`src/rtl/down_timer.sv`:
```
// rtl/down_timer.sv - loadable prescaled down-counting timer with pause, abort, retrigger and auto-reload
module down_timer #(
  parameter int W  = 10,
  parameter int PW = 4
) (
  input  logic          clk,
  input  logic          rst,
  input  logic          start,
  input  logic [W-1:0]  load_val,
  input  logic [PW-1:0] prescale,
  input  logic          auto_reload,
  input  logic          pause,
  input  logic          abort,
  output logic [W-1:0]  q,
  output logic          busy,
  output logic          done
);

  typedef enum logic [1:0] {
    IDLE = 2'd0,
    RUN  = 2'd1,
    HOLD = 2'd2
  } state_t;

  state_t        state, state_n;
  logic [W-1:0]  q_n;
  logic [W-1:0]  lv, lv_n;
  logic [PW-1:0] pre, pre_n;
  logic [PW-1:0] pc, pc_n;
  logic          ar, ar_n;
  logic          done_n;
  logic          counting;

  // Leaving HOLD counts as an active cycle, so a pause of N cycles delays expiry by exactly N.
  assign counting = (state == RUN || state == HOLD) && !pause;

  // State, count, prescaler and latched start parameters; busy follows the next state.
  always_ff @(posedge clk) begin
    if (rst) begin
      state <= IDLE;
      q     <= '0;
      pc    <= '0;
      lv    <= '0;
      pre   <= '0;
      ar    <= 1'b0;
      done  <= 1'b0;
      busy  <= 1'b0;
    end else begin
      state <= state_n;
      q     <= q_n;
      pc    <= pc_n;
      lv    <= lv_n;
      pre   <= pre_n;
      ar    <= ar_n;
      done  <= done_n;
      busy  <= (state_n != IDLE);
    end
  end

  // Next-state logic in priority order: abort, start, pause, tick.
  always_comb begin
    state_n = state;
    q_n     = q;
    pc_n    = pc;
    lv_n    = lv;
    pre_n   = pre;
    ar_n    = ar;
    done_n  = 1'b0;

    if (abort) begin
      state_n = IDLE;
      q_n     = '0;
      pc_n    = '0;
    end else if (start) begin
      lv_n  = load_val;
      pre_n = prescale;
      ar_n  = auto_reload;
      pc_n  = '0;
      if (load_val != '0) begin
        q_n     = load_val;
        state_n = RUN;
      end else begin
        // Zero load expires at once and never reloads.
        q_n     = '0;
        state_n = IDLE;
        done_n  = 1'b1;
      end
    end else if (state == RUN && pause) begin
      state_n = HOLD;
    end else if (counting) begin
      state_n = RUN;
      if (pc == pre) begin
        pc_n = '0;
        if (q > W'(1)) begin
          q_n = q - W'(1);
        end else begin
          done_n = 1'b1;
          if (ar) begin
            q_n = lv;
          end else begin
            q_n     = '0;
            state_n = IDLE;
          end
        end
      end else begin
        pc_n = pc + PW'(1);
      end
    end
  end

endmodule

```
`config.mk`:
```
export PLATFORM = sky130hd
export DESIGN_NAME = down_timer
export DESIGN_NICKNAME = d
export VERILOG_FILES = /design/src/rtl/down_timer.sv
export SDC_FILE = /design/constraint.sdc
export NUM_CORES = 1
export LEC_CHECK = 0
export ABC_AREA = 1
export ABC_CLOCK_PERIOD_IN_PS = 1900
export CORE_ASPECT_RATIO = 0.5
export CORE_UTILIZATION = 53
export DETAILED_ROUTE_END_ITERATION = 6
export GPL_TIMING_DRIVEN = 0
export MAX_ROUTING_LAYER = met4
export PLACE_DENSITY = 0.79
export SETUP_SLACK_MARGIN = 0.2
export SYNTH_ARGS = -nofsm -noshare
export SYNTH_HDL_FRONTEND = slang
export SYNTH_SLANG_ARGS = --single-unit
```
`constraint.sdc`:
```
create_clock -name clk -period 1.9 [get_ports clk]
set_input_delay 0.19 -clock clk [delete_from_list [all_inputs] [get_ports clk]]
set_output_delay 0.19 -clock clk [all_outputs]
set_load 0.005 [all_outputs]
```
==> metrics.md, run 1 <==
| Metric | Value |
|---|---|
| H-tree Lvls | `2` |
| GRT Total Usage | `28.90%` |
| Worst Tran Pin Value | `0.5542 ns` |
| Max Cap Violations | `0` |
| Most frequent CP cell | `nor2_4` |
| Worst Skew | `0.004415 ns` |
| Vias in the first global route | `1832` |
| 1st-iter DRT viols | `138` |
| Slew Limit Fails | `0` |
| R2R Path Start | `state[1]` |
| Status | `completed` |
| Worst path slowest cell | `dfxtp_2` |
| Final WL | `5.252 mm` |
| Chip height | `44.89 um` |
| Setup TNS | `0 ns` |
| Endpoints failing hold | `0` |
| Final nets | `372` |
| Syn nets | `328` |
| Worst Setup SP | `state[1]` |
| Register-to-Register Path Depth | `10` |
| Largest net degree at the start of global routing | `12` |
| CP max stage delay | `0.32 ns` |
| TritonRoute pass-1 iters | `4` |
| Most common cell after layout, fill and taps aside | `nand2_1` |
| Die width | `87.77 um` |
| Final antenna-violating net count | `0` |
| RR Endpoint | `busy` |
| Crit path time final | `1.773 ns` |
| Clock Path Buffers | `2` |
| RSZ-0062 raised after global routing | `yes` |
| Clk Latency, worst-skew pair | `0.30 ns` |
| Final GP Congestion | `0.9276` |
| Synth Instances | `304` |
| Clock sink count | `33` |
| Multi-input gate area | `0.001166 mm2` |
| Port Buffer Count | `30` |
| ANT cells | `0` |
| Kind of critical path | `flip-flop to flip-flop` |
| Fraction of final layout cells sized beyond drive strength 1 | `15.47%` |
| Hold slack final | `0.1913 ns` |
| Synth Register Bits | `33` |
| Avg Inst Size Synth | `6.412 um2` |
| Final Cell Area | `0.002551 mm2` |
| Mapped Area | `0.001949 mm2` |
| Core area | `0.003472 mm2` |
| Die area | `0.003939 mm2` |
| Crit path max fanout | `4` |
| Most frequent cells in the layout | `nand2_1 (98), inv_1 (34), dfxtp_1 (32), clkdlybuf4s50_1 (30), nor2_1 (28)` |
| Final setup fails | `0` |
| Post-synthesis cell type count | `29` |
| Fill count | `286` |
| Rows | `15` |
| GRT Residual Overflow | `0` |
| Vias per Instance | `5.395` |
| Req. time, crit path | `2.09 ns` |
| Register clock-pin slew on the reported worst setup and hold paths | `0.07 ns` |
| Clock root cell | `clkbuf_8` |
| Register-to-register setup slack | `0.13 ns` |
| Max IR drop VDD | `358.4 uV` |
| CTS tree | `built` |
| Worst Setup EP | `busy` |
| IO Pins | `32` |
| Pwr dens | `737.3 mW/mm2` |
| Final WS setup | `0.1269 ns` |
| Min-Delay Path Class | `input port to flip-flop` |
| Setup Slack @ Placement | `0.06735 ns` |
| Sequential area share after synthesis | `33.89%` |
| Chain of cells forming the critical path | `inv_2 > ha_4 > or2_1 > buf_6 > nor2_4 > nand3_4 > nor2_4 > nand2_2 > o21ai_2 > nand2_1` |
| Critical path startpoint category | `flip-flop` |
| Crit path DAT | `1.96 ns` |
| Placed cell area | `0.002313 mm2` |
| Leakage | `1.169 nW` |
| Initial antenna violation count | `0` |
| Reg area | `661.9 um2` |
| CP Capture Type | `flip-flop` |
| Worst slew margin | `63.05%` |
| Hold Crit Depth | `2` |
| TritonCTS buffer count | `5` |
| DR vias | `2158` |
| Initial Util | `56.14%` |
| Area grow syn2layout | `30.87%` |
| Wire length of the first global-routing pass | `8.238 mm` |
| Fmax | `0.5640 GHz` |
| DR DRC count | `0` |
| Final period utilization | `93.32%` |
| Ys Warns | `0` |
| Wire length per cell | `13.13 um` |
| Hpwl dp | `3.835 mm` |
-- where the power goes --
part	internal [mW]	switching (mW)	leakage [nW]	total, mW
Combinational	0.168	0.257	0.841	0.425
Clock	0.426	0.281	0.0574	0.708
Sequential	0.723	0.0255	0.270	0.749
-- flip-flops by register name, indices dropped and copies added, names as in the netlist --
name and count:
pre 4, q 10, busy 1, ar 1, lv 10, done 1, state 2, pc 4
-- worst min-delay path by stage --
stage / to / slack [ns] / start
after CTS: lv[9] / 0.17 / rst
final: lv[0] / 0.19 / rst
after global routing: lv[0] / 0.19 / rst
after detailed placement: lv[9] / 0.45 / lv[9]
after floorplan: pre[1] / 0.32 / prescale[1]
after global placement: lv[9] / 0.45 / lv[9]
-- metrics by stage --
stage	utilization, %	instances	power, mW
final	73.48	400	1.881
after CTS	71.32	398	1.855
after global routing	73.48	400	1.956
after floorplan	-	304	1.008
after detailed placement	66.63	385	1.145
after global placement	66.63	385	1.135
-- per-layer routing --
metal  vias to the layer above  wire length (um)  global-route usage (%)
li1                       1045                 -                       -
met1                       992              2380                   36.87
met2                       109              2333                   45.43
met3                        12               440                   6.581
met4                         0                97                   10.82
met5                         -                 0                       -
-- layout make-up --
type | count | area share (%)
Multi-Input combinational cell | 225 | 45.71
Sequential cell | 33 | 25.94
Timing Repair Buffer | 36 | 13.44
Inverter | 39 | 5.738
Clock buffer | 6 | 3.237
Tap cell | 51 | 2.501
Buffer | 8 | 1.962
Clock inverter | 2 | 1.471
-- kinds of logic after synthesis --
| logic type | Yosys count | share of synthesized area [%] |
|---|---|---|
| compound gates | 49 | 13.93 |
| mux | 2 | 1.027 |
| buf+inv | 47 | 10.08 |
| fa+ha+maj | 4 | 2.567 |
| simple gates | 165 | 36.71 |
| xor+xnor | 4 | 1.798 |
| flops | 33 | 33.89 |
-- synthesized netlist by cell type (all sizes together) --
master / number / area, um2
nand2: 104 / 397.9
inv: 39 / 146.4
nor2: 36 / 165.2
dfxtp: 33 / 660.6
a21oi: 23 / 115.1
nand3: 21 / 127.6
o21ai: 21 / 120.1
buf: 6 / 42.54
ha: 4 / 50.05
o21a: 3 / 22.52
xor2: 3 / 26.28
clkbuf: 2 / 7.510
mux2i: 2 / 20.02
a211oi: 1 / 7.510
a31oi: 1 / 6.260
nor3: 1 / 5.000
nor3b: 1 / 7.510
nor4: 1 / 6.260
or2: 1 / 6.260
xnor2: 1 / 8.760
-- what timing repair did --
item / in CTS / in global routing
hold buffers: 0 / 0
setup endpoints to repair: 8 / 17
resized for setup: 2 / 17
cloned: 1 / 1
pin swaps: 5 / 9
setup buffers: 4 / 1
-- worst max-delay path, delay by kind of cell (launching register included) --
kind | cells | cell delay, ns
compound gates | 1 | 0.16
fa+ha+maj | 1 | 0.22
buf+inv | 2 | 0.17
flops | 1 | 0.32
simple gates | 6 | 0.79
Note: power is estimated with default switching activity, not from simulation.
==> inputs of run 2 (changes only) <==
--- a/config.mk
+++ b/config.mk
@@ -6,7 +6,7 @@
 export NUM_CORES = 1
 export LEC_CHECK = 0
 export ABC_AREA = 1
-export ABC_CLOCK_PERIOD_IN_PS = 1900
+export ABC_CLOCK_PERIOD_IN_PS = 1700
 export CORE_ASPECT_RATIO = 0.5
 export CORE_UTILIZATION = 53
 export DETAILED_ROUTE_END_ITERATION = 6
==> constraint.sdc (replaced) <==
create_clock -name clk -period 1.7 [get_ports clk]
set_input_delay 0.17 -clock clk [delete_from_list [all_inputs] [get_ports clk]]
set_output_delay 0.17 -clock clk [all_outputs]
set_load 0.005 [all_outputs]
==> run 2 against run 1 <==
Clock skew increased by 0.0039 ns. The flow now finishes with violations (setup timing). Sequential power increased by 12%. Wire length increased by 11%. Die area unchanged. Combinational power increased by 21%. Largest cell class unchanged. Via count increased by 0.65%.
==> metrics.md, run 2 (synthesized netlist as in run 1, its figures left out) <==
| Metric | Value |
|---|---|
| Failing checks | `setup timing` |
| Max Cap Violations | `0 (unchanged)` |
| Pwr dens | `794.3 mW/mm2 (+7.7%)` |
| Most frequent cells in the layout | `nand2_1 (96), inv_1 (34), dfxtp_1 (29), clkdlybuf4s50_1 (29), nor2_1 (24)` |
| Worst slew margin | `57.27% (-5.8 points)` |
| RSZ-0062 raised after global routing | `yes` |
| Final WS setup | `-0.1211 ns (-0.2479 ns)` |
| Logic gate share of total power | `23.9% (+1.3 points)` |
| Core area | `0.003472 mm2 (unchanged)` |
| Min-Delay Path Class | `input port to flip-flop` |
| Worst Skew | `0.008364 ns (+0.003948 ns)` |
| Fmax | `0.5491 GHz (-2.6%)` |
| TritonCTS buffer count | `5 (unchanged)` |
| Most common cell after layout, fill and taps aside | `nand2_1` |
| DR DRC count | `0 (unchanged)` |
| Largest net degree at the start of global routing | `12 (unchanged)` |
| CP max stage delay | `0.32 ns (about the same)` |
| GRT Residual Overflow | `0 (unchanged)` |
| Internal | `1.499 mW (+14%)` |
| Initial antenna violation count | `0 (unchanged)` |
| Clock root cell | `clkbuf_8` |
| Req. time, crit path | `1.89 ns (-0.20 ns)` |
| Die area | `0.003939 mm2 (unchanged)` |
| Port Buffer Count | `30 (unchanged)` |
| Hpwl dp | `3.732 mm (-2.7%)` |
| Vias in the first global route | `1859 (+1.5%)` |
| CP Capture Type | `flip-flop` |
| Clk Latency, worst-skew pair | `0.29 ns (about the same)` |
| Wire length per cell | `14.28 um (+8.7%)` |
| DR vias | `2172 (+0.65%)` |
| Met3 wire length | `469 um (+6.6%)` |
| Slew Limit Fails | `0 (unchanged)` |
| Final period utilization | `107.1% (+14 points)` |
| CTS tree | `built` |
| Seq pwr share | `39.0% (-0.8 points)` |
| Worst Path Buf+Inv | `2 (unchanged)` |
| Chip height | `44.89 um (unchanged)` |
| Most frequent CP cell | `nor2_4` |
| Fin cells | `407 (+1.8%)` |
| Final Total Pwr | `2.147 mW (+14%)` |
| Leakage | `1.233 nW (+5.5%)` |
| Hold slack final | `0.1810 ns (-0.01026 ns)` |
| TritonRoute pass-1 iters | `5 (+1)` |
| Wire length of the first global-routing pass | `8.556 mm (+3.9%)` |
| H-tree Lvls | `2 (unchanged)` |
| CP top delay family | `simple AND/OR/NAND/NOR gates` |
| NetSw | `648.0 uW (+15%)` |
| Switching share of total power | `30.19% (+0.21 points)` |
| Area grow syn2layout | `38.64%` |
| Die width | `87.77 um (unchanged)` |
| Routed met1 length | `2.515 mm (+5.7%)` |
| Final WL | `5.811 mm (+11%)` |
| Placed Cells | `385 (unchanged)` |
| Clock sink count | `33 (unchanged)` |
| Critical path startpoint category | `flip-flop` |
| Kind of critical path | `flip-flop to flip-flop` |
| Register clock-pin slew on the reported worst setup and hold paths | `0.08 ns (about the same)` |
| Initial Util | `56.14% (unchanged)` |
| Chain of cells forming the critical path | `inv_2 > ha_4 > or2_1 > buf_6 > nor2_4 > nand3_4 > nor2_4 > nand2_2 > o21ai_2 > nand2_1` |
| IO Pins | `32 (unchanged)` |
| Crit path max fanout | `4 (unchanged)` |
| Crit path DAT | `2.01 ns (+0.05 ns)` |
| Crit path time final | `1.821 ns (+0.04794 ns)` |
| Layout Utilization | `77.84% (+4.4 points)` |
| Clock Path Buffers | `2 (unchanged)` |
| Final antenna-violating net count | `0 (unchanged)` |
| Hold buffer count at cts | `0 (unchanged)` |
| Max IR drop VDD | `506.8 uV (+41%)` |
| Final Cell Area | `0.002703 mm2 (+5.9%)` |
| Placed cell area | `0.002313 mm2 (unchanged)` |
| Regs by FF count | `lv (10), q (10)` |
| Wire length on met2 | `2.712 mm (+16%)` |
| Clock network power share | `37.1% (-0.5 points)` |
| Vias per Instance | `5.337 (-1.1%)` |
| Fraction of final layout cells sized beyond drive strength 1 | `20.51% (+5.0 points)` |
| Worst path slowest cell | `dfxtp_2` |
| Final GP Congestion | `0.9220 (-0.60%)` |
| Worst Tran Pin Value | `0.6410 ns (+0.08680 ns)` |
| GRT Total Usage | `30.33% (+1.4 points)` |
| 1st-iter DRT viols | `159 (+15%)` |
| Endpoints failing hold | `0 (unchanged)` |
| Final nets | `379 (+1.9%)` |
| ANT cells | `0 (unchanged)` |
| Final setup fails | `11 (+11)` |
| Rows | `15 (unchanged)` |
| Status | `finished, violations left` |
| Highest routed metal layer | `met4` |
==> run 2: cell count changes in the layout (fill, tap and decap cells not counted), moves of 2 or more <==
| cell | change |
|---|---|
| a21oi_1 | -2 |
| a21oi_2 | +2 |
| buf_4 | +7 |
| dfxtp_1 | -3 |
| dfxtp_2 | +3 |
| nand2_1 | -2 |
| nor2_1 | -4 |
| nor2_2 | +2 |
| nor2_4 | +2 |
==> run 2: power by group through the flow <==
stage                     registers (mW)  clock network [mW]  logic, mW
final                              0.838               0.796      0.513
after global routing               0.842               0.836      0.565
after CTS                          0.835               0.787      0.435
after detailed placement           0.853                   0      0.423
after global placement             0.852                   0      0.418
after floorplan                    0.847                   0      0.279
==> run 2: repair_timing <==
item                                    4_1_cts  5_1_grt
pin swaps                                     1        5
buffers inserted                              5        8
resized for setup                             2       38
endpoints found under the setup margin       26       31
endpoints found under the hold margin         0        0
cloned                                        0        1
==> run 2: metrics by stage <==
step                      worst slack, ns  setup TNS (ns)
after floorplan                   0.09906               0
after global placement            -0.1460          -1.334
after detailed placement          -0.1630          -1.595
after CTS                        -0.04691         -0.2077
after global routing              -0.1924          -1.428
final                             -0.1211         -0.4586
==> run 2: area by class of cell <==
class | count | area, um2
repair buffers | 44 | 429.2
multi-input cells | 224 | 1220
plain buffers | 8 | 53.80
flip-flops and latches | 33 | 665.6
clock buffers | 6 | 82.58
inverters | 39 | 150.1
well taps | 51 | 63.81
clock inverters | 2 | 37.54
fillers | 250 | 769.5
==> run 2: routing by layer <==
layer / GRT usage [%] / up-vias
met1: 38.78 / 1001
met5: - / -
met4: 7.869 / 0
li1: - / 1061
met3: 6.581 / 12
met2: 49.46 / 98
==> run 2: final timing paths <==
path / slack (ns) / startpoint / cells past startpoint / endpoint
min: 0.18 / rst / 2 / lv[0]
max: -0.12 / state[1] / 10 / busy
min reg2reg: 0.47 / lv[0] / 2 / lv[0]
max reg2reg: -0.12 / state[1] / 10 / busy
==> inputs of run 3 (changes only) <==
--- a/config.mk
+++ b/config.mk
@@ -6,9 +6,10 @@
 export NUM_CORES = 1
 export LEC_CHECK = 0
 export ABC_AREA = 1
-export ABC_CLOCK_PERIOD_IN_PS = 1700
+export ABC_CLOCK_PERIOD_IN_PS = 1940
 export CORE_ASPECT_RATIO = 0.5
 export CORE_UTILIZATION = 53
+export CTS_BUF_LIST = sky130_fd_sc_hd__clkbuf_16
 export DETAILED_ROUTE_END_ITERATION = 6
 export GPL_TIMING_DRIVEN = 0
 export MAX_ROUTING_LAYER = met4
==> constraint.sdc (replaced) <==
create_clock -name clk -period 1.94 [get_ports clk]
set_input_delay 0.194 -clock clk [delete_from_list [all_inputs] [get_ports clk]]
set_output_delay 0.194 -clock clk [all_outputs]
set_load 0.005 [all_outputs]
==> run 3 against run 2 <==
The flow finishes with violations (DRC). Critical path depth unchanged. Sequential cell count unchanged. Fmax up 1.7%. Total power down 2.7%. First-iteration DRC count unchanged. Count of clock-buffer cells in the layout down 1. Final cell count down 0.98%. Global-route usage down 0.17 points. Sequential share of layout area about the same. Combinational power down 12%. Sequential power down 12%. Worst setup slack better by 0.27 ns. Largest power group is now the clock network.
==> metrics.md, run 3 (synthesized netlist as in run 1, its figures left out) <==
| Metric | Value |
|---|---|
| Worst Skew | `0.005313 ns (-0.003050 ns)` |
| 1st-iter DRT viols | `159 (unchanged)` |
| Fraction of final layout cells sized beyond drive strength 1 | `16.76% (-3.7 points)` |
| Register-to-register setup slack | `0.15 ns (+0.27 ns)` |
| DR vias | `2160 (-0.55%)` |
| Most frequent CP cell | `nor2_4` |
| RSZ-0062 raised after global routing | `yes` |
| Worst Tran Pin Value | `0.6492 ns (+0.008224 ns)` |
| Clock sink count | `33 (unchanged)` |
| Failing checks | `DRC` |
| GRT Residual Overflow | `0 (unchanged)` |
| Worst path slowest cell | `dfxtp_2` |
| R2R Path Start | `state[1]` |
| Die area | `0.003939 mm2 (unchanged)` |
| Pwr dens | `776.8 mW/mm2 (-2.2%)` |
| Final GP Congestion | `0.9276 (+0.61%)` |
| Total number of cells along the worst setup path | `10 (unchanged)` |
| Initial antenna violation count | `0 (unchanged)` |
| Fmax | `0.5585 GHz (+1.7%)` |
| Crit path DAT | `1.96 ns (-0.05 ns)` |
| Endpoints failing hold | `0 (unchanged)` |
| Req. time, crit path | `2.11 ns (+0.22 ns)` |
| CP Capture Type | `flip-flop` |
| Clock root cell | `clkbuf_16` |
| Worst slew margin | `56.72% (-0.55 points)` |
| TritonRoute pass-1 iters | `7 (+2)` |
| Layout Utilization | `77.48% (-0.36 points)` |
| Core area | `0.003472 mm2 (unchanged)` |
| Register-to-Register Path Depth | `10 (unchanged)` |
| Status | `finished, violations left` |
| Regs by FF count | `lv (10), q (10)` |
| Die width | `87.77 um (unchanged)` |
| Max Cap Violations | `0 (unchanged)` |
| Hold buffer count at cts | `0 (unchanged)` |
| Final WL | `5.801 mm (-0.17%)` |
| Min-Delay Path Class | `input port to flip-flop` |
| H-tree Lvls | `2 (unchanged)` |
| Chip height | `44.89 um (unchanged)` |
| Hold slack final | `0.2070 ns (+0.02603 ns)` |
| Critical path startpoint category | `flip-flop` |
| RR Endpoint | `busy` |
| Most frequent cells in the layout | `nand2_1 (97), inv_1 (35), dfxtp_1 (32), clkdlybuf4s50_1 (30), nor2_1 (28)` |
| Chain of cells forming the critical path | `inv_2 > ha_4 > or2_1 > buf_6 > nor2_4 > nand3_4 > nor2_4 > nand2_2 > o21ai_2 > nand2_1` |
| GRT Total Usage | `30.16% (-0.17 points)` |
| ANT cells | `0 (unchanged)` |
| Setup TNS | `0 ns (+0.4586 ns)` |
| Hold Crit Depth | `2 (unchanged)` |
| Vias per Instance | `5.360 (+0.43%)` |
| Port Buffer Count | `30 (unchanged)` |
| Crit path max fanout | `4 (unchanged)` |
| Largest net degree at the start of global routing | `12 (unchanged)` |
| Hold_sp | `rst` |
| Final setup fails | `0 (-11)` |
| Max IR drop VDD | `553.8 uV (+9.3%)` |
| CP top delay family | `simple AND/OR/NAND/NOR gates` |
| Final period utilization | `92.29% (-15 points)` |
| Rows | `15 (unchanged)` |
| Vias in the first global route | `1852 (-0.38%)` |
| Worst Path Buf+Inv | `2 (unchanged)` |
| Wire length per cell | `14.39 um (+0.82%)` |
| Crit path time final | `1.790 ns (-0.03059 ns)` |
| TritonCTS buffer count | `5 (unchanged)` |
| IO Pins | `32 (unchanged)` |
| CP max stage delay | `0.32 ns (about the same)` |
| Most common cell after layout, fill and taps aside | `nand2_1` |
| Kind of critical path | `flip-flop to flip-flop` |
| Final nets | `375 (-1.1%)` |
| Register clock-pin slew on the reported worst setup and hold paths | `0.06 ns (-0.02 ns)` |
| Worst Hold Endpoint | `lv[9]` |
| Slew Limit Fails | `0 (unchanged)` |
| Hpwl dp | `3.835 mm (+2.8%)` |
| DR DRC count | `1 (+1)` |
| CTS tree | `built` |
| Final antenna-violating net count | `0 (unchanged)` |
| Clk Latency, worst-skew pair | `0.28 ns (about the same)` |
| Initial Util | `56.14% (unchanged)` |
| Area grow syn2layout | `38.00%` |
| Clock Path Buffers | `2 (unchanged)` |
| Leakage | `1.232 nW (about the same)` |
| Wire length of the first global-routing pass | `8.466 mm (-1.1%)` |
[run 3: changes by cell type in the layout (fill, tap and decap cells not counted), sizes merged]
cell / change
clkinvlp: -1
clkdlybuf4s50: +1
clkbuf: -1
dlymetal6s2s: -1
o21ai: +1
buf: -5
inv: +1
clkinv: +1
[run 3: worst max-delay path by stage]
stage	start	to	slack, ns
global placement	start	pre[1]	0.11
floorplan	state[1]	q[2]	0.32
finish	state[1]	busy	0.15
CTS	state[1]	busy	0.15
detailed placement	start	lv[7]	0.10
global route	start	busy	0.06
[run 3: per-layer routing]
| metal | up-vias | share of wire (%) | track usage, % | wire length [um] |
|---|---|---|---|---|
| met4 | 0 | 2.3 | 12.13 | 133 |
| met3 | 18 | 8.4 | 8.044 | 486 |
| li1 | 1052 | - | - | - |
| met5 | - | 0 | - | 0 |
| met2 | 100 | 47 | 47.75 | 2710 |
| met1 | 990 | 43 | 37.20 | 2470 |
[run 3: cell type report]
type                            instances  area, um2
Inverter                               39      146.4
Clock inverter                          3      41.29
Sequential cell                        33      661.9
Fill cell                             256      782.0
Buffer                                  8      53.80
Tap cell                               51      63.81
Clock buffer                            5      125.1
Timing Repair Buffer                   39      389.1
Multi-Input combinational cell        225       1209
[run 3: stage by stage]
stage          std cells  power, mW  setup WS, ns  area [um2]
4_1_cts              397      2.017        0.1546        2514
5_1_grt              403      2.165       0.06476        2690
6_report             403      2.090        0.1495        2690
3_3_place_gp         385      1.112        0.1108        2313
3_5_place_dp         385      1.122        0.1033        2313
2_1_floorplan        304     0.9867        0.3168        1949
[run 3: timing repair]
item,in CTS,in global routing
hold endpoints to repair,0,0
resized for setup,1,27
gates cloned,0,2
setup buffers,4,4
pin swaps,2,14
endpoints found under the setup margin,6,14
[run 3: report_power, final]
group          switching, mW  internal (mW)
logic                  0.269          0.183
registers             0.0261          0.709
clock network          0.302          0.601
total                  0.597           1.49
